File: config.mk
export PLATFORM = sky130hd
export DESIGN_NAME = pll_cfg_sequencer
export DESIGN_NICKNAME = d
export VERILOG_FILES = /design/src/rtl/pll_cfg_sequencer.sv
export SDC_FILE = /design/constraint.sdc
export NUM_CORES = 1
export LEC_CHECK = 0
export ABC_CLOCK_PERIOD_IN_PS = 6750
export BUFFER_PORTS_ARGS = -buffer_cell sky130_fd_sc_hd__buf_2
export CAP_MARGIN = 20
export CORE_MARGIN = 2
export CORE_UTILIZATION = 55
export DETAILED_ROUTE_END_ITERATION = 10
export GPL_TIMING_DRIVEN = 1
export PLACE_DENSITY = 0.84
export SLEW_MARGIN = 20
export SYNTH_ARGS = -nofsm -noshare
export SYNTH_HDL_FRONTEND = slang
export SYNTH_SLANG_ARGS = --single-unit
File: constraint.sdc
create_clock -name clk_in -period 6.75 [get_ports clk_in]
set_input_delay 0.675 -clock clk_in [delete_from_list [all_inputs] [get_ports clk_in]]
set_output_delay 0.675 -clock clk_in [all_outputs]
set_load 0.05 [all_outputs]
File: src/rtl/pll_cfg_sequencer.sv
// pll_cfg_sequencer
//   Accepts a PLL configuration request, drives the divider and initial NCO
//   frequency to the PLL, pulses the PLL reset, then waits for a stable lock.
//   Each attempt that times out is retried until the retry limit is reached.
//   After that the sequencer parks in FAIL.
//
// Ports
//   clk_in        system clock
//   rst_n         asynchronous active-low reset
//   cfg_valid     configuration request
//   cfg_ready     request accepted when high together with cfg_valid
//   cfg_div       requested feedback divider (0 is rejected)
//   cfg_freq      requested initial NCO frequency word
//   pll_lock      raw PLL lock_detect, asynchronous to clk_in
//   pll_rst_n     PLL reset, active-low
//   div_val       registered divider driven to the PLL
//   initial_freq  registered frequency word driven to the PLL
//   locked        PLL reached a stable lock
//   fail          request rejected, retries exhausted or lock lost
//   busy          a lock sequence is in progress
//   retry_cnt     retries used in the current sequence (saturates at 15)
//
// Build option
//   PLL_SEQ_AUTO_RELOCK_EN  when defined, lock loss in LOCKED restarts the
//                           sequence with the held settings instead of
//                           going to FAIL.
module pll_cfg_sequencer #(
  parameter int RST_CYCLES   = 16,
  parameter int LOCK_TIMEOUT = 65536,
  parameter int LOCK_STABLE  = 256,
  parameter int MAX_RETRIES  = 3
) (
  input  logic        clk_in,
  input  logic        rst_n,
  input  logic        cfg_valid,
  output logic        cfg_ready,
  input  logic [31:0] cfg_div,
  input  logic [31:0] cfg_freq,
  input  logic        pll_lock,
  output logic        pll_rst_n,
  output logic [31:0] div_val,
  output logic [31:0] initial_freq,
  output logic        locked,
  output logic        fail,
  output logic        busy,
  output logic [3:0]  retry_cnt
);

  localparam int RST_W = $clog2(RST_CYCLES + 1);
  localparam int TO_W  = $clog2(LOCK_TIMEOUT + 1);
  localparam int ST_W  = $clog2(LOCK_STABLE + 1);

  localparam logic [RST_W-1:0] RST_LAST = RST_W'(RST_CYCLES - 1);
  localparam logic [TO_W-1:0]  TO_LAST  = TO_W'(LOCK_TIMEOUT - 1);
  localparam logic [ST_W-1:0]  ST_LAST  = ST_W'(LOCK_STABLE - 1);

  typedef enum logic [2:0] {
    IDLE,
    APPLY,
    WAIT_LOCK,
    STABLE,
    LOCKED,
    FAIL
  } state_t;

  state_t           state;
  logic             lock_meta;
  logic             lock_s;
  logic [RST_W-1:0] rst_cnt;
  logic [TO_W-1:0]  to_cnt;
  logic [ST_W-1:0]  stab_cnt;

  // Two-flop synchronizer: pll_lock comes from the PLL's own clock domain.
  always_ff @(posedge clk_in or negedge rst_n) begin
    if (!rst_n) begin
      lock_meta <= 1'b0;
      lock_s    <= 1'b0;
    end else begin
      lock_meta <= pll_lock;
      lock_s    <= lock_meta;
    end
  end

  // Sequencer FSM. cfg_ready is registered alongside the state, so it is
  // high exactly in IDLE, LOCKED and FAIL. A handshake is therefore only
  // possible in those states and always takes priority over lock loss.
  // Stable completion is tested before the timeout, so a lock that finishes
  // on the last cycle of the window still counts.
  always_ff @(posedge clk_in or negedge rst_n) begin
    if (!rst_n) begin
      state        <= IDLE;
      pll_rst_n    <= 1'b0;
      div_val      <= '0;
      initial_freq <= '0;
      locked       <= 1'b0;
      fail         <= 1'b0;
      busy         <= 1'b0;
      cfg_ready    <= 1'b1;
      retry_cnt    <= '0;
      rst_cnt      <= '0;
      to_cnt       <= '0;
      stab_cnt     <= '0;
    end else if (cfg_valid && cfg_ready) begin
      retry_cnt <= '0;
      locked    <= 1'b0;
      if (cfg_div == 32'd0) begin
        state     <= FAIL;
        fail      <= 1'b1;
        busy      <= 1'b0;
        cfg_ready <= 1'b1;
      end else begin
        div_val      <= cfg_div;
        initial_freq <= cfg_freq;
        fail         <= 1'b0;
        state        <= APPLY;
        pll_rst_n    <= 1'b0;
        busy         <= 1'b1;
        cfg_ready    <= 1'b0;
        rst_cnt      <= '0;
        to_cnt       <= '0;
      end
    end else if (state == STABLE && lock_s && stab_cnt == ST_LAST) begin
      state     <= LOCKED;
      locked    <= 1'b1;
      busy      <= 1'b0;
      cfg_ready <= 1'b1;
    end else if ((state == WAIT_LOCK || state == STABLE) && to_cnt == TO_LAST) begin
      if (int'({28'd0, retry_cnt}) < MAX_RETRIES) begin
        retry_cnt <= (retry_cnt == 4'hF) ? retry_cnt : retry_cnt + 4'd1;
        state     <= APPLY;
        pll_rst_n <= 1'b0;
        rst_cnt   <= '0;
        to_cnt    <= '0;
      end else begin
        state     <= FAIL;
        fail      <= 1'b1;
        busy      <= 1'b0;
        cfg_ready <= 1'b1;
      end
    end else begin
      case (state)
        APPLY: begin
          if (rst_cnt == RST_LAST) begin
            state     <= WAIT_LOCK;
            pll_rst_n <= 1'b1;
          end else begin
            rst_cnt <= rst_cnt + 1'b1;
          end
        end
        WAIT_LOCK: begin
          to_cnt <= to_cnt + 1'b1;
          if (lock_s) begin
            state    <= STABLE;
            stab_cnt <= '0;
          end
        end
        STABLE: begin
          to_cnt <= to_cnt + 1'b1;
          if (!lock_s) begin
            state <= WAIT_LOCK;
          end else begin
            stab_cnt <= stab_cnt + 1'b1;
          end
        end
        LOCKED: begin
          if (!lock_s) begin
`ifdef PLL_SEQ_AUTO_RELOCK_EN
            locked    <= 1'b0;
            retry_cnt <= '0;
            state     <= APPLY;
            pll_rst_n <= 1'b0;
            busy      <= 1'b1;
            cfg_ready <= 1'b0;
            rst_cnt   <= '0;
            to_cnt    <= '0;
`else
            locked <= 1'b0;
            fail   <= 1'b1;
            state  <= FAIL;
`endif
          end
        end
        IDLE, FAIL: begin
          state <= state;
        end
        default: begin
          state <= IDLE;
        end
      endcase
    end
  end

endmodule
* Word level (Yosys, flattened, before mapping)
Cells that the tools add are included.
** Cells by class
- Order comparisons :: 1
- Reduce and logical (&&, ||, !) cells :: 28
- Add/subtract/negate cells :: 4
- Mux-type cells :: 58
- Equal/unequal tests :: 26
- Bitwise logic cells :: 4
** Operators by type and width (count)
- $mux W17 :: 6
- $mux W5 :: 7
- $logic_not A32 Y1 :: 1
- $mux W1 :: 27
- $mux W3 :: 9
- $mux W4 :: 5
- $mux W9 :: 2
- $pmux W9 S2 :: 1
- $reduce_bool A3 Y1 :: 6
- $add A17 B1 Y17 const B :: 1
- $eq A17 B16 Y1 const B :: 1
- $pmux W3 S5 :: 1
- $reduce_and A5 Y1 :: 3
- $ne A3 B3 Y1 const B :: 4
- $reduce_and A4 Y1 :: 3
- $ne A2 B2 Y1 const B :: 5
- $ne A5 B5 Y1 const B :: 2
- $add A9 B1 Y9 const B :: 1
- $eq A9 B8 Y1 const B :: 1
- $eq A3 B2 Y1 const B :: 2
- $eq A3 B3 Y1 const B :: 2
- $ne A3 B1 Y1 const B :: 2
- $reduce_and A6 Y1 :: 1
- $reduce_bool A2 Y1 :: 3
- other kinds (17) :: 25
** Storage, ports and cells
- Bits of input ports :: 68
- Flip-flop bits (word level) :: 109

* Longest topological paths before layout
Gate-level depths: netlist of the first run.
- Word-level depth :: 6
- Mapped depth :: 12
- Depth with buffers taken out :: 10

* Least setup slack after synthesis of the first run
Ideal clock, no wire load.
- Path kind :: register to register
- Start :: register stab_cnt[0]
- End :: register to_cnt[15]
- Library setup time :: 0.124 ns
- Buffers on the path :: 2
- Path slack :: 4.042 ns
- Period minus slack after synthesis :: 2.708 ns
- Stages on the path, launching flop included :: 13
- Arrival :: 2.584 ns
- Required time :: 6.626 ns
- Cells stage by stage :: dfrtp_1 > ha_1 > and3_1 > and3_1 > and3_1 > ha_1 > nand3_1 > and3_1 > clkbuf_1 > o31ai_4 > and2_1 > buf_6 > a211o_1
** On the way
- Longest elaborated chain between the ends :: 4
** Ends and longest elaborated chain
- start: declaration :: line 71 : logic [ST_W-1:0] stab_cnt;
- start signal: assignment :: line 162 : stab_cnt <= stab_cnt + 1'b1;
- $eq A9 B8 Y1 :: line 122 : end else if (state == STABLE && lock_s && stab_cnt == ST_LAST) begin
- $logic_and A1 B1 Y1 :: line 122
- $ne A2 B2 Y1 (no source line)
- $reduce_and A4 Y1 (no source line)
- end signal: assignment :: line 151 : to_cnt <= to_cnt + 1'b1;
- end signal: assignment :: line 158 : to_cnt <= to_cnt + 1'b1;
- end: declaration :: line 70 : logic [TO_W-1:0] to_cnt;
Every way passes these cells.
A chain may end at the register's enable or synchronous reset.

* Worst setup path after layout of the first run
- Start :: register stab_cnt[0]
- End :: register to_cnt[9]
Same word-level chain as after synthesis.

==> results of run 1 <==
## power by group
part           switching (mW)  total, mW  internal [mW]
logic                    1.11       1.57          0.457
clock network           0.218      0.364          0.146
registers               0.191       1.10          0.913
total                    1.52       3.04           1.52
## registers in the layout (all words and copies together) (netlist names)
| register | cells |
|---|---|
| lock_s | 1 |
| fail | 1 |
| locked | 1 |
| busy | 1 |
| pll_rst_n | 1 |
| stab_cnt | 9 |
| cfg_ready | 1 |
| lock_meta | 1 |
| rst_cnt | 5 |
| retry_cnt | 4 |
| div_val | 32 |
| state | 3 |
| to_cnt | 17 |
| initial_freq | 32 |
## logic make-up (layout without fill, tap and decap cells)
group           count (synthesis)  in the layout  synth area share, %
simple gates                  133            133                14.35
flops                         109            109                55.09
mux                            68             68                15.38
compound gates                 67             67                10.51
buf+inv                        28            166                2.981
fa+ha+maj                       6              6                1.515
xor+xnor                        1              1               0.1768
## critical path, delay by kind of cell (launching register included)
kind / cells / cell delay, ps
compound gates: 2 / 580
fa+ha+maj: 2 / 410
flops: 1 / 420
simple gates: 6 / 1550
## worst paths after layout
path | depth (start not counted) | endpoint | slack, ps | startpoint
min in group clk_in | 0 | lock_s | 370 | lock_meta
worst min-delay path | 1 | initial_freq[16] | 220 | rst_n
worst max-delay path | 10 | to_cnt[9] | 3660 | stab_cnt[0]
max in group asynchronous | 2 | to_cnt[7] | 5500 | rst_n
worst max register to register | 10 | to_cnt[9] | 3660 | stab_cnt[0]
worst min register to register | 0 | lock_s | 370 | lock_meta
## through the flow
stage                     power, mW  cells  hold WS, ps  setup WS, ps
after floorplan               2.317    412        331.2          4042
after global placement        2.625    642        338.8          3550
after detailed placement      2.684    642        343.4          3423
after CTS                     3.049    658        214.0          3677
after global routing          3.196    658        233.1          3485
final                         3.037    658        223.8          3663
## cell usage after synthesis, types with 6 or more instances
library cell,instances,share of area (%)
sky130_fd_sc_hd__nand3_1,23,2.3
sky130_fd_sc_hd__clkbuf_1,7,0.53
sky130_fd_sc_hd__o21ai_0,13,1.3
sky130_fd_sc_hd__inv_1,7,0.53
sky130_fd_sc_hd__nor3_1,12,1.2
sky130_fd_sc_hd__and3_1,16,2.0
sky130_fd_sc_hd__buf_2,10,1.0
sky130_fd_sc_hd__nor2_1,6,0.45
sky130_fd_sc_hd__mux2_2,65,15
sky130_fd_sc_hd__dfrtp_1,108,55
sky130_fd_sc_hd__or3_1,6,0.76
sky130_fd_sc_hd__nand4_1,7,0.88
sky130_fd_sc_hd__nor4_1,9,1.1
sky130_fd_sc_hd__ha_1,6,1.5
sky130_fd_sc_hd__nand2_1,32,2.4
## metal layers
layer / vias to the layer above / wire [µm]
met1: 1866 / 4334
met5: - / 0
li1: 1794 / -
met2: 155 / 5494
met4: 0 / 66
met3: 8 / 907
## area by class of cell
| type | instances | area (µm²) | share of cell area (%) |
|---|---|---|---|
| Sequential cell | 109 | 2729 | 46.32 |
| Clock inverter | 6 | 46.29 | 0.7857 |
| Timing Repair Buffer | 143 | 729.5 | 12.38 |
| Clock buffer | 10 | 137.6 | 2.336 |
| Tap cell | 108 | 135.1 | 2.293 |
| Multi-Input combinational cell | 275 | 2088 | 35.44 |
| Inverter | 7 | 26.28 | 0.4460 |
==> results.yml, run 1 <==
status:
  outcome: "completed"
pwr:
  powerDensity_mw_per_mm2: 515.4
  vdd.ir_drop.worst_mv: 0.3832
  cellLeakagePower_nw: 2.818
yosys:
  synth.yosys.warnings: 0
  synth_sequential_area_ratio_pct: 55.09
  postSynth.asyncResetShare_pct: 100.0
  syn-instance-count: 412
  synth.cell_area_mm2: 0.004954
  leading_register_cell_type_out_of_synthesis: "sky130_fd_sc_hd__dfrtp_1"
  yosys.cell_types.count: 52
  post_synth.cell_area_avg_um2: 12.02
  ys_seq_elements: 109
  synth_edf_count: 0
  syn-num-nets: 486
floorplan:
  core.rowCount: 34
  design.die.area_mm2: 0.009781
  core_area_mm2: 0.008721
  ios: 141
  initial_utilization_pct: 56.80
  die-height_um: 98.90
  die_width_um: 98.90
routing:
  drt_iter0_drc: 203
  vias_per_cell: 5.810
  drt_pass1_iterations: 5
  final_antenna_net_count: 0
  avg_wl_per_cell_um: 16.42
  wl_um: 10800
  drcViolationCount: 0
  route.vias.total: 3823
placement:
  place_hpwl_um: 7955
  place_congestion: 0.9354
  placement.cell_area_mm2: 0.005704
  place.port_buffers: 140
worst_setup_path:
  worstPathCellList: "ha_1 > and3_1 > and3_1 > and3_1 > ha_1 > nand3_1 > and3_1 > o31ai_4 > and2_1 > a211o_1"
  cpPeakStageDelay_ps: 450
  critical_path.endpoint_type: "register"
  worstSetupPathType: "reg -> reg"
  cp_max_fo: 11
  cp.arrival_ps: 3330
  worstSetupStartpointType: "register"
  critPathSlowestCell: "sky130_fd_sc_hd__and3_1"
  timing.critical_path.mode_cell: "sky130_fd_sc_hd__and3_1"
  required_ps: 6990
global_route:
  globalRouteOverflowTotal: 0
  met1_usage_pct: 28.17
  met3_usage_grt_pct: 7.163
  global_route_wire_length_before_repair_um: 17620
  grt_util_all_layers_pct: 22.19
  grt_antenna_before_repair: 0
  gr-max-usage-layer: "met2"
  met2_usage_pct: 37.11
  grt_start_max_net_pins: 82
  grt_pass1_vias: 3761
clock_network:
  cts_hold_repair.buffers: 0
  cts_htree_levels: 3
  cts_post_setup_buffers_inserted: 0
  clk_pin_slew_worst_paths_ps: 100
  cts.path.max_buffers: 2
  ctsRootBufferMaster: "sky130_fd_sc_hd__clkbuf_8"
  post_cts_resized: 0
  clock_latency_ps: 350
  cts_num_sinks: 109
  tritoncts.num_buffers: 9
  tritoncts_clock_tree: "yes"
hold_path:
  holdCritPathClass: "in -> async"
finish:
  postLayoutCoreUtil_pct: 67.56
  area_delta_synth_final_pct: 18.94
  finish.instance_area_mm2: 0.005892
  diodes_inserted: 0
  fill_cells: 678
  drive_gt1_share_pct: 42.55
  layout.cells.most_common: "sky130_fd_sc_hd__buf_2"
  most-common-layout-cells: "139 x sky130_fd_sc_hd__buf_2, 108 x sky130_fd_sc_hd__dfrtp_1, 65 x sky130_fd_sc_hd__mux2_2, 32 x sky130_fd_sc_hd__nand2_1, 23 x sky130_fd_sc_hd__nand3_1"
  fin_nets: 619
timing:
  setup_viol: 0
  slew_violations: 0
  fin_skew_ps: 10.83
  setup_tns_ps: 0
  achievable-frequency_ghz: 0.3240
  finalHoldViolations: 0
  timing.max_slew.rel_slack_pct: 44.09
  worst_slew_pin_slew_ps: 832.3
  final_period_minus_worst_setup_slack_ps: 3087
  setup_repair_after_global_routing_missed_its_margin: "no"
  min_period_over_period_pct: 45.73
job:
  maxCapViolations: 0
Note: power is estimated with default switching activity, not from simulation.
==> run 2, diff against run 1 <==
Settings changed: ABC_AREA from default to 1, ABC_CLOCK_PERIOD_IN_PS 6750 to 3000, CORE_UTILIZATION 55 to 53, PLACE_DENSITY 0.84 to 0.8.
Clock period 6.75 ns to 3 ns, I/O delays scaled along.
==> run 2 against run 1 <==
  * Clock power increased to 2.5 times the previous value
  * Routed wire length up 14%
  * Area after synthesis up 7.2%
  * Maximum frequency increased by 33%
  * Via count rose by 23%
  * Utilization fell by 2.7 points
  * Critical endpoint is now stab_cnt[3]
  * Combinational power is 110% higher
==> results.yml, run 2 <==
yosys:
  synthXorXnorAreaFrac_pct: 1.649
  share_of_the_synthesized_area_in_compound_gates_ao_oa_aoi_oai_pct: 9.920
  synth.yosys.warnings: 0
  yosys.cell_types.count: 35
  most_frequent_cells_after_synthesis: "190 x sky130_fd_sc_hd__nand2_1, 108 x sky130_fd_sc_hd__dfrtp_1, 104 x sky130_fd_sc_hd__inv_1, 72 x sky130_fd_sc_hd__o21ai_0, 52 x sky130_fd_sc_hd__nor2_1"
  postSynth.asyncResetShare_pct: 100.0
  syn-num-nets: 742
  yosys.area_share.adder_pct: 1.414
  syn-instance-count: 668
  synth_top_family_by_area: "simple AND/OR/NAND/NOR gates"
  synth.cell_area_mm2: 0.005310
  yosys_top_cell_area_share_pct: 50.90
  synthMostInstantiatedCell: "sky130_fd_sc_hd__nand2_1"
  post_synth_mux_area_share_pct: 0
  leading_register_cell_type_out_of_synthesis: "sky130_fd_sc_hd__dfrtp_1"
  synth_sequential_area_ratio_pct: 51.39
  yosys.area_share.simple_pct: 25.45
  yosys.area.top_type: "sky130_fd_sc_hd__dfrtp_1"
  synth_area_leaders: "sky130_fd_sc_hd__dfrtp_1 51%, sky130_fd_sc_hd__nand2_1 13%, sky130_fd_sc_hd__inv_1 7.4%, sky130_fd_sc_hd__o21ai_0 6.8%, sky130_fd_sc_hd__nor2_1 3.7%"
  synth_edf_count: 0
  ys_seq_elements: 109
  post_synth.cell_area_avg_um2: 7.949
hold_path:
  hold_start: "pll_lock"
  holdCritPathClass: "in -> reg"
finish:
  final-instance-count-excl-fill: 941
  drive_gt1_share_pct: 22.90
  fill_cells: 844
  layout.cells.most_common: "sky130_fd_sc_hd__nand2_1"
  largestRegisters: "div_val: 32 flops, initial_freq: 32 flops, to_cnt: 17 flops"
  area_delta_synth_final_pct: 18.92
  fin_nets: 877
  most-common-layout-cells: "190 x sky130_fd_sc_hd__nand2_1, 139 x sky130_fd_sc_hd__buf_2, 108 x sky130_fd_sc_hd__dfrtp_1, 104 x sky130_fd_sc_hd__inv_1, 72 x sky130_fd_sc_hd__o21ai_0"
  diodes_inserted: 0
timing:
  fin_skew_ps: 19.42
  finalHoldViolations: 0
  min_period_over_period_pct: 77.46
  slew_violations: 0
  achievable-frequency_ghz: 0.4303
  setup_tns_ps: 0
  worst_slew_pin_slew_ps: 914.6
  final_period_minus_worst_setup_slack_ps: 2324
  timing.max_slew.rel_slack_pct: 38.79
  setup_viol: 0
  setup_repair_after_global_routing_missed_its_margin: "no"
job:
  maxCapViolations: 0
global_route:
  grt_pass1_vias: 4667
  met2_usage_pct: 40.37
  grt_util_all_layers_pct: 23.72
  grt_start_max_net_pins: 69
  met3_usage_grt_pct: 6.328
  met1_usage_pct: 29.38
  globalRouteOverflowTotal: 0
  grt_antenna_before_repair: 0
  gr-max-usage-layer: "met2"
  global_route_wire_length_before_repair_um: 21160
worst_setup_path:
  r2r-start: "stab_cnt[0]"
  cp_max_fo: 11
  worstSetupStartpointType: "register"
  critical_path.endpoint_type: "register"
  worstSetupPathType: "reg -> reg"
  required_ps: 3280
  startpoint: "stab_cnt[0]"
  cp.arrival_ps: 2600
routing:
  route.vias.total: 4702
  wl_um: 12300
  drcViolationCount: 0
  final_antenna_net_count: 0
  drt_iter0_drc: 250
  avg_wl_per_cell_um: 13.07
  drt_pass1_iterations: 5
  vias_per_cell: 4.997
pwr:
  vdd.ir_drop.worst_mv: 0.8107
  powerDensity_mw_per_mm2: 1044
  cellLeakagePower_nw: 3.544
placement:
  place_congestion: 0.8739
  placedCellCount: 924
  place_hpwl_um: 9233
  place.port_buffers: 140
floorplan:
  die_width_um: 104.1
  core_area_mm2: 0.009729
  die-height_um: 104.1
  core.rowCount: 36
  initial_utilization_pct: 54.58
  ios: 141
  design.die.area_mm2: 0.01084
clock_network:
  clock_latency_ps: 390
  tritoncts_clock_tree: "yes"
  cts.path.max_buffers: 2
  tritoncts.num_buffers: 9
  cts_htree_levels: 3
  cts_num_sinks: 109
  ctsRootBufferMaster: "sky130_fd_sc_hd__clkbuf_8"
  clk_pin_slew_worst_paths_ps: 110
status:
  outcome: "completed"
[run 2: layout make-up]
class / instances / area (µm²) / area share (%)
clock buffers: 9 / 123.9 / 1.962
clock inverters: 7 / 77.57 / 1.228
inverters: 107 / 401.6 / 6.360
multi-input cells: 431 / 2048 / 32.44
flip-flops and latches: 109 / 2729 / 43.21
well taps: 133 / 166.4 / 2.635
repair buffers: 145 / 768.2 / 12.17
[run 2: cell families (layout without fill, tap and decap cells)]
kind of cell | after synthesis | count (layout)
adders and majority gates | 6 | 6
AOI/OAI and AO/OA | 101 | 101
and+or+nand+nor | 314 | 314
DFF | 109 | 109
buffers and inverters | 128 | 268
xor gates and xnor gates | 10 | 10
[run 2: stage by stage]
stage               worst slack, ps  hold WS, ps  total power [mW]  instance area (µm²)  util [%]
floorplan                      1086        4.409             4.906                 5310         -
global placement              749.4        338.8             5.604                 6103     62.73
detailed placement            695.4        337.3             5.704                 6103     62.73
CTS                           659.8        20.59             6.631                 6315     64.90
global route                  400.7        16.85             6.992                 6315     64.90
finish                        676.1        29.83             6.590                 6315     64.90
[run 2: path summary, 6_finish.rpt]
| kind | end | slack (ps) | cells past startpoint |
|---|---|---|---|
| worst max-delay path | stab_cnt[3] | 680 | 13 |
| worst min register to register | lock_s | 360 | 0 |
| worst max register to register | stab_cnt[3] | 680 | 13 |
| min in group asynchronous | initial_freq[29] | 520 | 2 |
| worst min-delay path | lock_meta | 30 | 1 |
| max in group asynchronous | cfg_ready | 1700 | 3 |
[run 2: power breakdown]
| part | total (mW) | switching, mW | internal, mW |
|---|---|---|---|
| Clock | 0.914 | 0.573 | 0.341 |
| Sequential | 2.35 | 0.347 | 2.01 |
| Combinational | 3.32 | 2.57 | 0.754 |
| Total | 6.59 | 3.49 | 3.10 |
[run 2: layer usage]
layer  up-vias  part of all wire [%]  routed length, µm
met5         -                     0                  0
met4         0                   2.7                333
met3        27                   6.3                775
met2       147                    49               6083
met1      2184                    42               5103
li1       2344                     -                  -
[run 2: critical path, cell delays in order (launching register included)]
cell                      delay, ps
sky130_fd_sc_hd__dfrtp_1        420
sky130_fd_sc_hd__ha_1           230
sky130_fd_sc_hd__nand3_1        120
sky130_fd_sc_hd__nor2_1          70
sky130_fd_sc_hd__nand2_1         80
sky130_fd_sc_hd__nor2_1          50
sky130_fd_sc_hd__ha_1           190
sky130_fd_sc_hd__nand2_1         90
sky130_fd_sc_hd__nand2_1         80
sky130_fd_sc_hd__inv_2          170
sky130_fd_sc_hd__nand3_1        100
sky130_fd_sc_hd__nor2_1         350
sky130_fd_sc_hd__o21ai_0        160
sky130_fd_sc_hd__o21a_1         130
[run 2: repair_timing]
item,4_1_cts,5_1_grt
endpoints found under the hold margin,27,0
setup buffers,0,0
resized for setup,0,0
hold buffers,1,0
==> run 3, diff against run 2 <==
Settings changed: ABC_CLOCK_PERIOD_IN_PS 3000 to 2200.
Clock period 3 ns to 2.2 ns, I/O delays scaled along.
==> run 3 against run 2 <==
  * Clock power up 26%
  * Clock skew shrank 12 ps
  * First-iteration DRC count down 2.8%
  * Routed wire length rose by 3.5%
  * Die area is the same
==> results.yml, run 3 (synthesis gave the netlist of run 2 again) <==
status:
  outcome: "completed"
pwr:
  cellLeakagePower_nw: 3.657
  vdd.ir_drop.worst_mv: 0.9745
  fin_total_pwr_mw: 9.180
  powerDensity_mw_per_mm2: 1400
finish:
  finish.instance_area_mm2: 0.006559
  area_delta_synth_final_pct: 23.52
  most-common-layout-cells: "188 x sky130_fd_sc_hd__nand2_1, 139 x sky130_fd_sc_hd__buf_2, 108 x sky130_fd_sc_hd__dfrtp_1, 103 x sky130_fd_sc_hd__inv_1, 72 x sky130_fd_sc_hd__o21ai_0"
  drive_gt1_share_pct: 25.93
  postLayoutCoreUtil_pct: 67.41
  fill_cells: 804
  diodes_inserted: 0
  fin_nets: 898
  largestRegisters: "div_val: 32 flops, initial_freq: 32 flops, to_cnt: 17 flops"
  layout.cells.most_common: "sky130_fd_sc_hd__nand2_1"
floorplan:
  ios: 141
  die_width_um: 104.1
  initial_utilization_pct: 54.58
  die-height_um: 104.1
  core_area_mm2: 0.009729
  design.die.area_mm2: 0.01084
  core.rowCount: 36
hold_path:
  hold_start: "cfg_freq[22]"
  whs_path_depth: 3
  min_to: "initial_freq[22]"
  holdCritPathClass: "in -> reg"
worst_setup_path:
  rr_endpoint: "stab_cnt[3]"
  critPathSlowestCell: "sky130_fd_sc_hd__dfrtp_1"
  cpPeakStageDelay_ps: 390
  cp_max_fo: 11
  crit_family: "simple AND/OR/NAND/NOR gates"
  r2r-start: "stab_cnt[1]"
  reg2reg_setup_slack_ps: 60
  critical_path_buf_inv_count: 2
  worstPathCellList: "ha_2 > nand3_2 > nor2_2 > nand2_1 > nor2_1 > ha_2 > nand2_2 > nand2_1 > inv_4 > nand4_1 > buf_4 > nor2_1 > o21a_1"
  critical_path.endpoint_type: "register"
  rr_worst_depth: 13
  required_ps: 2470
  worstSetupStartpointType: "register"
  cp.arrival_ps: 2410
  worstSetupPathType: "reg -> reg"
global_route:
  grt_start_max_net_pins: 47
  grt_antenna_before_repair: 0
  grt_util_all_layers_pct: 24.12
  grt_pass1_vias: 4794
  globalRouteOverflowTotal: 0
  global_route_wire_length_before_repair_um: 21450
job:
  maxCapViolations: 0
placement:
  placement.cell_area_mm2: 0.006233
  place_congestion: 0.9300
  pre_cts_ws_ps: 34.83
  place_hpwl_um: 9553
  place.port_buffers: 140
clock_network:
  tritoncts_clock_tree: "yes"
  ctsRootBufferMaster: "sky130_fd_sc_hd__clkbuf_8"
  cts_num_sinks: 109
  cts.path.max_buffers: 2
  clk_pin_slew_worst_paths_ps: 100
  clock_latency_ps: 370
  cts_htree_levels: 3
  tritoncts.num_buffers: 9
timing:
  final_period_minus_worst_setup_slack_ps: 2144
  slew_violations: 0
  setup_repair_after_global_routing_missed_its_margin: "yes"
  setup_tns_ps: 0
  achievable-frequency_ghz: 0.4663
  finalHoldViolations: 0
  worst_slew_pin_slew_ps: 619.3
  post-route-worst-setup-slack_ps: 55.60
  setup_viol: 0
  min_period_over_period_pct: 97.47
  fin_skew_ps: 7.855
  timing.max_slew.rel_slack_pct: 58.56
routing:
  final_antenna_net_count: 0
  drcViolationCount: 0
  drt_iter0_drc: 243
  vias_per_cell: 5.029
  wl_um: 12730
  drt_pass1_iterations: 5
  route.vias.total: 4838
  avg_wl_per_cell_um: 13.23
run 3: tightest hold or removal path: stages:
cell                      delay (ps)
sky130_fd_sc_hd__buf_2            90
sky130_fd_sc_hd__inv_1            40
sky130_fd_sc_hd__o21ai_1          50
run 3: final cells by class:
| class | count | area [µm²] | share of cell area [%] |
|---|---|---|---|
| Sequential cell | 109 | 2729 | 41.61 |
| Multi-Input combinational cell | 432 | 2091 | 31.88 |
| Timing Repair Buffer | 165 | 987.2 | 15.05 |
| Inverter | 107 | 404.1 | 6.162 |
| Tap cell | 133 | 166.4 | 2.537 |
| Clock buffer | 9 | 123.9 | 1.889 |
| Clock inverter | 7 | 57.56 | 0.8775 |
run 3: stage by stage:
| step | instances | hold WS, ps |
|---|---|---|
| after floorplan | 668 | -75.59 |
| after global placement | 933 | 185.2 |
| after detailed placement | 933 | 189.9 |
| after CTS | 953 | 59.21 |
| after global routing | 962 | 66.29 |
| final | 962 | 67.24 |
run 3: where the power goes:
group          switching, mW  internal [mW]
Combinational           3.58           1.24
Sequential             0.479           2.74
Clock                  0.720          0.427
run 3: routing by layer:
metal,track usage [%],part of all wire [%],up-vias
li1,-,-,2388
met1,29.54,41,2265
met2,41.12,51,159
met3,7.080,6.5,26
met4,7.819,1.9,0
met5,0,0,-
run 3: timing repair:
action	4_1_cts	5_1_grt
pin swaps	1	7
hold endpoints to repair	30	0
endpoints found under the setup margin	1	31
hold buffers	2	0
setup buffers	2	8
resized for setup	0	13
gates cloned	0	1
run 3: how the worst max path moves through the flow:
stage,cells past startpoint,endpoint,slack [ps],start
4_1_cts,13,stab_cnt[3],8,stab_cnt[0]
5_1_grt,13,stab_cnt[3],-50,stab_cnt[1]
2_1_floorplan,13,stab_cnt[3],290,stab_cnt[0]
3_5_place_dp,13,stab_cnt[3],30,stab_cnt[0]
3_3_place_gp,13,stab_cnt[3],120,stab_cnt[0]
6_report,13,stab_cnt[3],60,stab_cnt[1]
